[config.mk]
export PLATFORM = sky130hd
export DESIGN_NAME = sys2_sweep_ctrl
export DESIGN_NICKNAME = d
export VERILOG_FILES = /design/src/rtl/sys2_pkg.sv /design/src/rtl/sys2_sweep_ctrl.sv
export SDC_FILE = /design/constraint.sdc
export NUM_CORES = 1
export LEC_CHECK = 0
export ABC_AREA = 1
export CORE_UTILIZATION = 30
export DETAILED_ROUTE_END_ITERATION = 8
export PLACE_DENSITY = 0.56
export SYNTH_ARGS = -nofsm -noshare
export SYNTH_HDL_FRONTEND = slang
export SYNTH_SLANG_ARGS = --single-unit
[constraint.sdc]
create_clock -name clk -period 2.9 [get_ports clk]
set_input_delay 0.29 -clock clk [delete_from_list [all_inputs] [get_ports clk]]
set_output_delay 0.29 -clock clk [all_outputs]
set_load 0.005 [all_outputs]
[src/rtl/sys2_pkg.sv]
// Shared definitions for the system2 sweep controller: FSM states, vector sizing
// and a helper that locates the lowest set bit of a truth-table difference.
`timescale 1ns/1ps
package sys2_pkg;

    localparam int VEC_W = 3;
    localparam int N_VEC = 8;

    typedef enum logic [1:0] {
        ST_IDLE,
        ST_DRIVE,
        ST_SAMPLE,
        ST_DONE
    } sweep_state_t;

    // Returns the lowest index with a 1 bit; 0 when the vector is all zero.
    function automatic logic [VEC_W-1:0] lowest_set(input logic [N_VEC-1:0] v);
        logic [VEC_W-1:0] pos;
        pos = '0;
        for (int i = N_VEC - 1; i >= 0; i--) begin
            if (v[i]) pos = VEC_W'(i);
        end
        return pos;
    endfunction

endpackage

[src/rtl/sys2_sweep_ctrl.sv]
// Sweeps all eight {va,vb,vc} vectors into system2 and captures outa as an 8-bit truth table.
// Define SWEEP_CHECK_EN to compare the captured table against expect_q at sweep end.
`timescale 1ns/1ps
module sys2_sweep_ctrl
    import sys2_pkg::*;
#(
    parameter int SETTLE_CYC = 2
) (
    input  logic       clk,
    input  logic       rst,
    input  logic       start,
    output logic       va,
    output logic       vb,
    output logic       vc,
    input  logic       outa,
    output logic       busy,
    output logic       done,
    output logic [7:0] table_q,
    output logic       valid
`ifdef SWEEP_CHECK_EN
    ,
    input  logic [7:0] expect_q,
    output logic       mismatch,
    output logic [2:0] fail_idx
`endif
);

    localparam logic [3:0]       SETTLE_LAST = 4'(SETTLE_CYC - 1);
    localparam logic [VEC_W-1:0] IDX_LAST    = VEC_W'(N_VEC - 1);

    sweep_state_t       state_reg;
    logic [VEC_W-1:0]   idx_reg;
    logic [3:0]         settle_reg;
    logic [VEC_W-1:0]   vec_reg;
    logic               busy_reg;
    logic               done_reg;
    logic               valid_reg;
    logic [N_VEC-1:0]   table_reg;
    logic [N_VEC-1:0]   table_next;

`ifdef SWEEP_CHECK_EN
    logic               mismatch_reg;
    logic [VEC_W-1:0]   fail_idx_reg;
`endif

    // Table as it will look once the current vector's outa is captured.
    always_comb begin
        table_next          = table_reg;
        table_next[idx_reg] = outa;
    end

    always_ff @(posedge clk or posedge rst) begin
        if (rst) begin
            state_reg    <= ST_IDLE;
            idx_reg      <= '0;
            settle_reg   <= '0;
            vec_reg      <= '0;
            busy_reg     <= 1'b0;
            done_reg     <= 1'b0;
            valid_reg    <= 1'b0;
            table_reg    <= '0;
`ifdef SWEEP_CHECK_EN
            mismatch_reg <= 1'b0;
            fail_idx_reg <= '0;
`endif
        end else begin
            done_reg <= 1'b0;
            case (state_reg)
                ST_IDLE: begin
                    if (start) begin
                        state_reg    <= ST_DRIVE;
                        idx_reg      <= '0;
                        settle_reg   <= '0;
                        vec_reg      <= '0;
                        busy_reg     <= 1'b1;
                        valid_reg    <= 1'b0;
                        table_reg    <= '0;
`ifdef SWEEP_CHECK_EN
                        mismatch_reg <= 1'b0;
                        fail_idx_reg <= '0;
`endif
                    end
                end
                ST_DRIVE: begin
                    if (settle_reg == SETTLE_LAST) begin
                        settle_reg <= '0;
                        state_reg  <= ST_SAMPLE;
                    end else begin
                        settle_reg <= settle_reg + 4'd1;
                    end
                end
                ST_SAMPLE: begin
                    table_reg <= table_next;
                    if (idx_reg == IDX_LAST) begin
                        // Terminal vector: the sweep ends here, idx never wraps.
                        state_reg    <= ST_DONE;
                        vec_reg      <= '0;
                        busy_reg     <= 1'b0;
                        done_reg     <= 1'b1;
                        valid_reg    <= 1'b1;
`ifdef SWEEP_CHECK_EN
                        mismatch_reg <= (table_next != expect_q);
                        fail_idx_reg <= lowest_set(table_next ^ expect_q);
`endif
                    end else begin
                        idx_reg   <= idx_reg + 1'b1;
                        vec_reg   <= idx_reg + 1'b1;
                        state_reg <= ST_DRIVE;
                    end
                end
                ST_DONE: begin
                    state_reg <= ST_IDLE;
                end
                default: begin
                    state_reg <= ST_IDLE;
                end
            endcase
        end
    end

    assign {va, vb, vc} = vec_reg;
    assign busy         = busy_reg;
    assign done         = done_reg;
    assign valid        = valid_reg;
    assign table_q      = table_reg;
`ifdef SWEEP_CHECK_EN
    assign mismatch     = mismatch_reg;
    assign fail_idx     = fail_idx_reg;
`endif

endmodule

==> results of run 1 <==
-- synth_stat cells --
cell	instances	area share, %
nand2_1	45	15
dfrtp_1	23	50
nand3_1	22	9.5
inv_1	19	6.2
nor2_1	14	4.6
o21ai_0	6	2.6
ha_1	5	5.4
nand4_1	3	1.6
inv_2	2	0.65
buf_2	1	0.43
buf_6	1	0.98
nand2_2	1	0.54
nand3_2	1	0.87
nor2_4	1	0.98
nor3_1	1	0.43
xor2_1	1	0.76
-- worst max-delay path: cells and delay by family, from the launching register on --
kind	cells	cell delay (ps)
flops	1	520
buf+inv	2	130
fa+ha+maj	2	390
simple gates	3	320
-- power by group --
part,switching (mW),internal (mW),total (mW)
logic,0.225,0.154,0.378
registers,0.0924,0.399,0.492
clock network,0.112,0.0961,0.208
-- routing by layer --
layer,part of all wire [%],global-route usage (%)
met1,53,17.8
met2,42,19.1
met5,0,0
met3,3.1,2.14
met4,1.7,5.11
-- final cells by class --
class / count / area, um^2
fillers: 412 / 2270
repair buffers: 17 / 170
clock inverters: 1 / 5.00
flip-flops and latches: 23 / 576
clock buffers: 3 / 41.3
multi-input cells: 100 / 484
well taps: 48 / 60.1
inverters: 21 / 78.8
-- kinds of logic (layout without fill, tap and decap cells) --
kind of cell               count (synthesis)  count (layout)
and+or+nand+nor                           88              88
DFF                                       23              23
buffers and inverters                     23              42
AOI/OAI and AO/OA                          6               6
adders and majority gates                  5               5
xor gates and xnor gates                   1               1
-- worst max path at each step --
stage,slack [ps],depth (start not counted),to,start
3_5_place_dp,1420,6,table_q[4],start
5_1_grt,1310,7,busy,idx_reg[0]
2_1_floorplan,1720,6,idx_reg[2],idx_reg[1]
3_3_place_gp,1430,6,table_q[0],start
4_1_cts,1450,1,busy,busy
6_report,1430,7,busy,idx_reg[0]
-- stage by stage --
stage	hold slack [ps]	setup WS [ps]
after detailed placement	474	1420
after global placement	480	1430
after global routing	526	1310
after floorplan	292	1720
final	491	1430
after CTS	496	1450
==> qor.yml, run 1 <==
routedWlPerCell_um: 10.4
hold_class: "reg -> reg"
syn_nets: 155
slowest_delay_ps: 520
yosys_warnings: 0
place_congestion: 0.803
fmaxAchievable_ghz: 0.682
synthDistinctLibCells: 16
dp_hpwl_mm: 1.57
worstMarginPinSlew_ps: 862
rsz0062_at_grt: "no"
instances_no_fill: 213
grt_pass1_wl_mm: 4.02
syn_area_per_cell_um2: 7.91
final_cell_mix: "nand2_1 (45), dfrtp_1 (23), nand3_1 (22)"
grt_pass1_vias: 930
cts_resized: 0
die-area_um2: 4100
setup_violations: 0
io_buffers: 17
hold_buffers: 0
drtIter0Drc: 24
die_h_um: 64.0
end_kind: "register"
gr-total-overflow: 0
critical_path_arrival_ps: 1620
drive_gt1_share_pct: 5.45
grt_max_degree: 24
holdPathStages: 2
synth_simple_gate_area_share_pct: 33.2
post_dp_cell_area_um2: 1370
path_cells: "ha_1 -> ha_1 -> inv_1 -> nor2_1 -> inv_1 -> nand2_1 -> nand2_1"
core-area_um2: 3690
max-slew-margin-rel_pct: 42.5
area_growth_pct: 22.5
r2r-start: "idx_reg[0]"
antenna_found_initial: 0
htree_levels: 1
place_inst: 209
crit_required_ps: 3050
slew_viol_final: 0
synth_compound_area_share_pct: 2.60
worst_hold_path.endpoint: "valid"
start_util_pct: 31.3
clkTransAtPathRegs_ps: 90
cap_violations: 0
die_w_um: 64.0
final_common_cell: "nand2_1"
cts_buffers: 3
power_density_nw_per_um2: 762
final_nets: 175
postCtsSetupBuffers: 0
ant_nets: 0
min_from: "valid"
synthAdderAreaFrac_pct: 5.42
cp_max_fo: 10
leakage_nw: 0.729
r2r_cells: 7
total_power_mw: 1.08
num_vias: 957
vias_per_cell: 4.49
r2r_setup_slack_ps: 1430
synth.mux.area_fraction_pct: 0
first_pass_iters: 5
antenna_cells: 0
peakVddDrop_uv: 287
synth_top_family_by_area: "simple AND/OR/NAND/NOR gates"
grt_util_all_layers_pct: 12.6
tns_ps: 0
synth-xor-area-share_pct: 0.758
root_buffer: "clkbuf_8"
drc_errors: 0
wl_mm: 2.22
cts_max_path_buffers: 2
cts_tree: "built"
largest_reg_flops: 8
finalCriticalPeriod_ps: 1470
skew_ps: 2.29
period_share_pct: 50.6
std_cell_rows: 22
regToRegEndpoint: "busy"
hold_viol_final: 0
clock_latency_ps: 270
finish.utilization_pct: 38.4
critPathKind: "reg -> reg"
crit_path_top_delay_cell: "dfrtp_1"
post-route-cell-area_um2: 1420
clock_sinks: 23
status: "completed"
io_pins: 18
synth_area_um2: 1150
ys_ff_latch: 23
crit_path_start_kind: "register"
syn_inst: 146
ys_seq_area_share_pct: 49.8
Note: power is estimated with default switching activity, not from simulation.
==> run 2: changes to the inputs <==
Clock period 2.9 ns to 1.55 ns, I/O delays scaled along.
==> run 2 against run 1 <==
Against the previous run:
- utilization is 0.41 points higher
- via count up 1.7%
- cell count rose by 0.94%
- non-clock buffer count rose by 2
- sequential cell count unchanged
- register-to-register slack worse by 1200 ps
- first-iteration DRC count is 120% higher
- critical path type unchanged
- largest cell class unchanged
==> qor.yml, run 2 (synthesized netlist as in run 1, its figures left out) <==
hold_class: "in -> async"
clock_latency_ps: 270
grt_util_all_layers_pct: 13.6
hold_buffers: 0
cts_resized: 0
clock_sinks: 23
place_inst: 211
io_buffers: 17
postCtsSetupBuffers: 0
slew_viol_final: 0
drc_errors: 0
die_w_um: 64.0
rsz0062_at_grt: "no"
root_buffer: "clkbuf_8"
tns_ps: 0
critical_path_arrival_ps: 1490
switchingPower_mw: 0.799
die-area_um2: 4100
fmaxAchievable_ghz: 0.746
r2r-start: "idx_reg[1]"
final_nets: 177
switching_share_pct: 39.4
status: "completed"
critPathKind: "reg -> reg"
final_common_cell: "nand2_1"
wl_mm: 2.30
instances_no_fill: 215
pwr-share-clk_pct: 18.9
hold_viol_final: 0
final_cell_mix: "nand2_1 (45), dfrtp_1 (23), nand3_1 (22)"
skew_ps: 1.39
clkTransAtPathRegs_ps: 80
cts_tree: "built"
routedWlPerCell_um: 10.7
hold_ws_ps: 227
cts_buffers: 3
max-slew-margin-rel_pct: 69.4
end_kind: "register"
antenna_cells: 0
crit_path_start_kind: "register"
die_h_um: 64.0
power_density_nw_per_um2: 1420
p_seq_share_pct: 44.3
regToRegEndpoint: "busy"
std_cell_rows: 22
cp.depth: 7
r2r_cells: 7
critPathTopFamily: "flip-flops"
path_cells: "ha_1 -> ha_1 -> inv_1 -> nor2_1 -> inv_1 -> nand2_1 -> nand2_1"
crit_required_ps: 1700
vias_per_cell: 4.53
drtIter0Drc: 52
peakVddDrop_uv: 473
ant_nets: 0
drive_gt1_share_pct: 6.59
post_dp_cell_area_um2: 1380
cp_max_fo: 6
path_buf_inv: 2
grt_max_degree: 24
cap_violations: 0
antenna_found_initial: 0
finalCriticalPeriod_ps: 1340
area_growth_pct: 23.8
setup_violations: 0
grt_pass1_vias: 1011
grt_pass1_wl_mm: 4.32
gr-total-overflow: 0
htree_levels: 1
place_congestion: 0.806
slowest_delay_ps: 440
num_vias: 973
io_pins: 18
worstSetupStartpoint: "idx_reg[1]"
worstMarginPinSlew_ps: 454
period_share_pct: 86.5
start_util_pct: 31.3
crit_path_top_delay_cell: "dfrtp_1"
largest_reg_flops: 8
core-area_um2: 3690
leakage_nw: 0.739
p_comb_share_pct: 36.8
first_pass_iters: 4
internal-power_mw: 1.23
dp_hpwl_mm: 1.61
r2r_setup_slack_ps: 210
cts_max_path_buffers: 2
post-route-cell-area_um2: 1430
==> run 2: changes by cell type in the layout (fill, tap and decap cells not counted) <==
cell   previous run  this run
buf_4             0         2
==> run 2: worst max path at each step <==
stage                      end
finish                    busy
global route              busy
CTS                       busy
detailed placement  table_q[4]
global placement    table_q[0]
floorplan           idx_reg[2]
==> run 2: worst reg2reg max path, cell delays in order (launching register included) <==
cell	delay, ps
dfrtp_1	440
ha_1	210
ha_1	150
inv_1	40
nor2_1	200
inv_1	80
nand2_1	60
nand2_1	50
==> run 2: power by group through the flow <==
stage	logic (mW)	registers (mW)	clock network [mW]
floorplan	0.506	0.888	0
global placement	0.738	0.901	0
detailed placement	0.751	0.913	0
CTS	0.759	0.901	0.396
global route	0.875	0.934	0.414
finish	0.747	0.900	0.383
==> run 2: area by class of cell <==
class                   instances  area [um^2]
clock inverters                 1         5.00
fillers                       395         2260
flip-flops and latches         23          576
clock buffers                   3         41.3
repair buffers                 19          185
well taps                      48         60.1
inverters                      21         78.8
multi-input cells             100          484
==> run 2: through the flow <==
step                      util [%]  setup WS [ps]  total power [mW]
after global placement        37.5            212              1.64
after CTS                     38.8            208              2.06
after detailed placement      37.5            206              1.66
after floorplan                  -            374              1.39
after global routing          38.8           77.2              2.22
final                         38.8            209              2.03
==> run 2: layer usage <==
| metal | part of all wire (%) | up-vias | wire, um | global-route usage [%] |
|---|---|---|---|---|
| met5 | 0 | - | 0 | 0 |
| met4 | 1.8 | 0 | 42 | 6.25 |
| met3 | 3.3 | 5 | 75 | 2.86 |
| met2 | 44 | 13 | 1000 | 21.3 |
| met1 | 51 | 453 | 1180 | 17.8 |
| li1 | - | 502 | - | - |
